==> config.mk <==
export PLATFORM = sky130hd
export DESIGN_NAME = button_event_decoder
export DESIGN_NICKNAME = d
export VERILOG_FILES = /design/src/rtl/button_pkg.sv /design/src/rtl/tick_prescaler.sv /design/src/rtl/button_event_decoder.sv
export SDC_FILE = /design/constraint.sdc
export NUM_CORES = 1
export LEC_CHECK = 0
export ABC_AREA = 1
export CAP_MARGIN = 20
export CORE_UTILIZATION = 53
export DETAILED_ROUTE_END_ITERATION = 12
export GPL_ROUTABILITY_DRIVEN = 0
export GPL_TIMING_DRIVEN = 0
export HOLD_SLACK_MARGIN = 0.15
export PLACE_DENSITY = 0.76
export SETUP_SLACK_MARGIN = 0.05
export SLEW_MARGIN = 15
export SYNTH_ARGS = -nofsm -noshare
export SYNTH_HDL_FRONTEND = slang
export SYNTH_SLANG_ARGS = --single-unit
==> constraint.sdc <==
create_clock -name i_clk -period 1.5 [get_ports i_clk]
set_input_delay 0.3 -clock i_clk [delete_from_list [all_inputs] [get_ports i_clk]]
set_output_delay 0.3 -clock i_clk [all_outputs]
set_load 0.02 [all_outputs]
==> src/rtl/button_pkg.sv <==
// -----------------------------------------------------------------------------
// button_pkg
// Shared definitions for the button event decoder:
//   - FSM state encodings (2-bit, legacy-compatible localparams)
//   - default timing constants
//   - saturating 8-bit increment used by the press counter
// -----------------------------------------------------------------------------
package button_pkg;

   localparam logic [1:0] ST_IDLE      = 2'b00;
   localparam logic [1:0] ST_PRESSED   = 2'b01;
   localparam logic [1:0] ST_REPEATING = 2'b10;

   localparam int TICK_BITS_DEF    = 19;
   localparam int LONG_TICKS_DEF   = 100;
   localparam int REPEAT_TICKS_DEF = 20;

   function automatic logic [7:0] sat_inc8(input logic [7:0] v);
      return (v == 8'hFF) ? v : v + 8'd1;
   endfunction

endpackage

==> src/rtl/tick_prescaler.sv <==
// -----------------------------------------------------------------------------
// tick_prescaler
// Free-running TICK_BITS-wide counter. o_tick is high while the count is all
// ones, i.e. once every 2^TICK_BITS cycles. i_clr restarts the count at zero,
// so the first tick after a clear lands exactly 2^TICK_BITS cycles later.
//
// Ports:
//   i_clk    system clock, rising edge
//   i_reset  asynchronous reset, active low
//   i_clr    synchronous clear of the count
//   o_tick   one cycle in every 2^TICK_BITS cycles
// -----------------------------------------------------------------------------
module tick_prescaler
   import button_pkg::*;
#(
   parameter int TICK_BITS = TICK_BITS_DEF
) (
   input  logic i_clk,
   input  logic i_reset,
   input  logic i_clr,
   output logic o_tick
);

   logic [TICK_BITS-1:0] r_count;

   always_ff @(posedge i_clk or negedge i_reset) begin
      if (!i_reset) begin
         r_count <= '0;
      end else if (i_clr) begin
         r_count <= '0;
      end else begin
         r_count <= r_count + TICK_BITS'(1);
      end
   end

   assign o_tick = &r_count;

endmodule

==> src/rtl/button_event_decoder.sv <==
// -----------------------------------------------------------------------------
// button_event_decoder
// Turns the debounced button level into single-cycle events: press, release,
// long_press (hold reached LONG_TICKS) and auto-repeat (every REPEAT_TICKS
// after long_press). All event outputs are registered; at most one is high.
//
// Ports:
//   i_clk           system clock, rising edge
//   i_reset         asynchronous reset, active low
//   i_db            debounced button level
//   o_press         one-cycle pulse on press
//   o_release       one-cycle pulse on release
//   o_long_press    one-cycle pulse when the hold reaches LONG_TICKS
//   o_repeat        one-cycle pulse every REPEAT_TICKS after long_press
//   o_held          1 while PRESSED or REPEATING
//   o_press_count   saturating count of press events
//
// LONG_TICKS must be 2..255 and REPEAT_TICKS 1..255 (8-bit hold counter).
// -----------------------------------------------------------------------------
module button_event_decoder
   import button_pkg::*;
#(
   parameter int TICK_BITS    = TICK_BITS_DEF,
   parameter int LONG_TICKS   = LONG_TICKS_DEF,
   parameter int REPEAT_TICKS = REPEAT_TICKS_DEF
) (
   input  logic       i_clk,
   input  logic       i_reset,
   input  logic       i_db,
   output logic       o_press,
   output logic       o_release,
   output logic       o_long_press,
   output logic       o_repeat,
   output logic       o_held,
   output logic [7:0] o_press_count
);

   localparam logic [7:0] LONG_LAST   = 8'(LONG_TICKS - 1);
   localparam logic [7:0] REPEAT_LAST = 8'(REPEAT_TICKS - 1);

   logic       r_db_q;
   logic       r_db_qq;
   logic       r_q_valid;
   logic       r_seen_low;
   logic [1:0] r_state;
   logic [7:0] r_hold;
   logic [7:0] r_count;
   logic       r_press;
   logic       r_release;
   logic       r_long;
   logic       r_repeat;
   logic       r_held;

   logic       w_tick;
   logic       w_clr;
   logic       w_rise;
   logic [1:0] w_state_next;
   logic [7:0] w_hold_next;
   logic [7:0] w_count_next;
   logic       w_press_next;
   logic       w_release_next;
   logic       w_long_next;
   logic       w_repeat_next;

   tick_prescaler #(
      .TICK_BITS (TICK_BITS)
   ) u_prescaler (
      .i_clk   (i_clk),
      .i_reset (i_reset),
      .i_clr   (w_clr),
      .o_tick  (w_tick)
   );

   // A rising edge only counts once db_q has held a real low sample since
   // reset; a button already down when reset ends must be let go first.
   assign w_rise = r_db_q & ~r_db_qq & r_seen_low;

   always_comb begin
      w_state_next   = r_state;
      w_hold_next    = r_hold;
      w_count_next   = r_count;
      w_press_next   = 1'b0;
      w_release_next = 1'b0;
      w_long_next    = 1'b0;
      w_repeat_next  = 1'b0;
      w_clr          = 1'b0;
      case (r_state)
         ST_IDLE: begin
            if (w_rise) begin
               w_state_next = ST_PRESSED;
               w_press_next = 1'b1;
               w_clr        = 1'b1;
               w_hold_next  = '0;
               w_count_next = sat_inc8(r_count);
            end
         end
         ST_PRESSED: begin
            // Release is checked first so it beats a coincident threshold tick.
            if (!r_db_q) begin
               w_state_next   = ST_IDLE;
               w_release_next = 1'b1;
            end else if (w_tick) begin
               if (r_hold == LONG_LAST) begin
                  w_state_next = ST_REPEATING;
                  w_long_next  = 1'b1;
                  w_hold_next  = '0;
               end else begin
                  w_hold_next = r_hold + 8'd1;
               end
            end
         end
         ST_REPEATING: begin
            if (!r_db_q) begin
               w_state_next   = ST_IDLE;
               w_release_next = 1'b1;
            end else if (w_tick) begin
               if (r_hold == REPEAT_LAST) begin
                  w_repeat_next = 1'b1;
                  w_hold_next   = '0;
               end else begin
                  w_hold_next = r_hold + 8'd1;
               end
            end
         end
         default: begin
            w_state_next = ST_IDLE;
         end
      endcase
   end

   always_ff @(posedge i_clk or negedge i_reset) begin
      if (!i_reset) begin
         r_db_q     <= 1'b0;
         r_db_qq    <= 1'b0;
         r_q_valid  <= 1'b0;
         r_seen_low <= 1'b0;
         r_state    <= ST_IDLE;
         r_hold     <= '0;
         r_count    <= '0;
         r_press    <= 1'b0;
         r_release  <= 1'b0;
         r_long     <= 1'b0;
         r_repeat   <= 1'b0;
         r_held     <= 1'b0;
      end else begin
         r_db_q     <= i_db;
         r_db_qq    <= r_db_q;
         r_q_valid  <= 1'b1;
         r_seen_low <= r_seen_low | (r_q_valid & ~r_db_q);
         r_state    <= w_state_next;
         r_hold     <= w_hold_next;
         r_count    <= w_count_next;
         r_press    <= w_press_next;
         r_release  <= w_release_next;
         r_long     <= w_long_next;
         r_repeat   <= w_repeat_next;
         r_held     <= (w_state_next == ST_PRESSED) || (w_state_next == ST_REPEATING);
      end
   end

   assign o_press       = r_press;
   assign o_release     = r_release;
   assign o_long_press  = r_long;
   assign o_repeat      = r_repeat;
   assign o_held        = r_held;
   assign o_press_count = r_count;

endmodule

==> metrics.txt <==
fin area approximately 3200 sq um; synthesis-to-layout area growth 31.8%; RSZ-0062 raised after global routing yes; clock latency on the worst-skew pair 310 ps; I/O pins 16; effective utilization at floorplan 0.556; hold path depth 1; CTS tree done; Yosys top cell area share 0.469; Syn Nets 319; Layout Nets 371; Yosys warning count 0; vias in the first global route around 2.1k; Worst EP required 1700 ps; Post-Synthesis Cells 309; Clock Path Buffers 2; Cell variety after synth 31; Arr. time, crit path 1910 ps; die area between 4000 and 5000 sq um; maxcap violations 0; status finished, violations left; startpoint types flip-flop; DR vias/cell 5.40; Final ANT Viol Nets 0; layer carrying the most global-route usage met2; # rows 24; Worst Setup Slack, final -208 ps; PwrDens roughly 1200 nW/um^2; pre-CTS WS -244 ps; port buffer count 15; min Tclk post-route about 1700 ps; CP Max Fanout 5; clock sinks 46; compound-cell area share of the yosys netlist 0.0932; met1 Use GR 0.304; Worst Setup End Kind flip-flop; Setup Viol. Count Final 16; CTS Buf Count 5; HPWL after DPL 3580 um; syn avg cell area 7.95 sq um; Routed WL 5730 um; post-synthesis mux area share 0; global-route wire length before repair ~9300 um; beginning of the worst hold path i_db; failing checks setup timing; Crit path depth 10; Slew Limit Fails 0; Vert. Die Dim 70.1 um; Fmax achieved slightly below 600 MHz; diode count 0; Total Power between 3000 and 4000 uW; clk root buf clkbuf_8; reg-to-reg slack, setup -210 ps; Worst Setup Path Type flip-flop to flip-flop; r2r worst-path depth 10; initial DRC count 117; Post-synth ARST share 1.00; GRT Total Usage 0.242; core area ~4400 sq um; CP Cell Sequence nand2_1 -> nor2_1 -> nand2_2 -> nor2_4 -> nand3_2 -> o21ai_2 -> nand2_4 -> buf_8 -> nand2_4 -> o21ai_2; initial antenna violation count 0; CP top delay family simple AND/OR/NAND/NOR gates; Setup Skew 9.90 ps; layout cells sized above 1 0.296; Peak VDD IR 1.07 mV; Die W 70.1 um; GR Overflow Total 0; DR DRC count 0; Cell Area, Placed around 2700 sq um; DRT Pass-1 Iters 4; Max H-tree Level 2; Final Hold Fails 0; largest family of logic cells by synthesized area simple AND/OR/NAND/NOR gates; Post-synth EDFFs 0; synthesized area 2460 sq um; met3 GRT Util 0.0592; Synth Area in Simple Gates 0.283; #FFs+latches synth 46; Leak approximately 0.0016 uW; XOR/XNOR Fraction of Synth Area 0.0392; M2 GR Usage 0.389; max incr delay on CP 400 ps; crit path buf inv count 1; clock-pin slew on the worst setup and hold paths 100 ps; min-delay worst type input port to flip-flop; vias 2,236; top cells by area, synth dfrtp_1, nand2_1, inv_1; pin count of the biggest net entering global routing 30; Post-Synth Adder-Cell Area 0.0357; post-route clock period utilization 1.14; Primary FF master, synth dfrtp_1; Synth area leader dfrtp_1; Slowest cell on crit path dfrtp_1; hold endpoint r_db_q; sequential area share after synthesis 0.469; Worst R2R Start u_prescaler.r_count[9]; drt wl/cell ~14 um; FF-to-FF End r_hold[6]
==> flip-flops by register name, indices dropped and copies added, names as in the netlist, 2 cells and up <==
name	flops
r_state	2
r_hold	8
u_prescaler.r_count	19
o_press_count	8
==> cells in the mapped netlist, types with 3 or more instances <==
| library cell | instances |
|---|---|
| xor2_1 | 9 |
| nand2_1 | 70 |
| nor2_1 | 31 |
| o21ai_2 | 3 |
| a21oi_1 | 14 |
| inv_1 | 42 |
| nor3_1 | 17 |
| o21ai_1 | 5 |
| or2_2 | 3 |
| nand3_1 | 15 |
| o21ai_0 | 14 |
| nand2_2 | 7 |
| nand4_1 | 5 |
| dfrtp_1 | 46 |
| ha_1 | 7 |
==> power breakdown <==
group / leakage, uW / total [uW] / switching [uW] / internal [uW]
registers: 0.000604 / 1590 / 171 / 1420
logic: 0.000906 / 1580 / 859 / 719
clock network: 0.0000408 / 802 / 468 / 334
total: 0.00155 / 3970 / 1500 / 2470
==> stage by stage <==
stage | cells | utilization | setup TNS, ps | hold slack (ps)
2_1_floorplan | 309 | - | -237 | 4.41
6_report | 414 | 0.733 | -2350 | 431
4_1_cts | 404 | 0.690 | -1030 | 416
5_1_grt | 414 | 0.733 | -4030 | 403
3_5_place_dp | 377 | 0.611 | -2600 | 265
3_3_place_gp | 376 | 0.607 | -52450 | 425
==> area by class of cell <==
class                      instances  area [sq um]
clock inverter                     3          23.8
timing repair buffer              45           417
tap                               52          65.1
sequential                        46          1160
buffer                             4          32.5
clock buffer                       5          68.8
multi-input combinational        214          1300
fill                             302          1180
inverter                          45           173
==> layer usage <==
| layer | share of wire | vias to the layer above |
|---|---|---|
| met5 | 0 | - |
| met4 | 0.023 | 0 |
| met2 | 0.51 | 57 |
| li1 | - | 1094 |
| met3 | 0.045 | 15 |
| met1 | 0.42 | 1070 |
==> cells by family (layout without fill, tap and decap cells) <==
kind of cell	count (synthesis)	in the layout
AOI/OAI and AO/OA	41	41
xor gates and xnor gates	11	11
and+or+nand+nor	154	154
buffers and inverters	49	102
DFF	46	46
other	1	1
adders and majority gates	7	7
==> worst max path at each step <==
| stage | from | end | slack [ps] |
|---|---|---|---|
| floorplan | u_prescaler.r_count[0] | r_hold[5] | -30 |
| global placement | i_reset | r_hold[7] | -1100 |
| detailed placement | u_prescaler.r_count[0] | r_hold[5] | -240 |
| CTS | u_prescaler.r_count[0] | r_hold[5] | -130 |
| global route | u_prescaler.r_count[9] | r_hold[5] | -300 |
| finish | u_prescaler.r_count[9] | r_hold[6] | -210 |
==> cells in the final DEF (no fill, tap or decap), types with 6 or more instances in the layout <==
| master | synthesis | final |
|---|---|---|
| a21oi_1 | 14 | 13 |
| buf_4 | 0 | 21 |
| buf_6 | 1 | 7 |
| dfrtp_1 | 46 | 41 |
| dlygate4sd2_1 | 0 | 12 |
| inv_1 | 42 | 38 |
| nand2_1 | 70 | 58 |
| nand2_2 | 7 | 14 |
| nand2_4 | 2 | 7 |
| nand3_1 | 15 | 12 |
| nor2_1 | 31 | 24 |
| nor2_4 | 2 | 6 |
| nor3_1 | 17 | 13 |
| o21ai_0 | 14 | 9 |
| o21ai_1 | 5 | 7 |
| o21ai_2 | 3 | 6 |
| xor2_1 | 9 | 9 |
==> repair_timing <==
item | CTS | global route
endpoints found under the setup margin | 42 | 32
hold buffers | 1 | 0
endpoints found under the hold margin | 17 | 0
gates cloned | 1 | 0
pin swaps | 10 | 14
resized for setup | 49 | 36
buffers inserted | 18 | 10
Power figures use the tool's default switching activity.
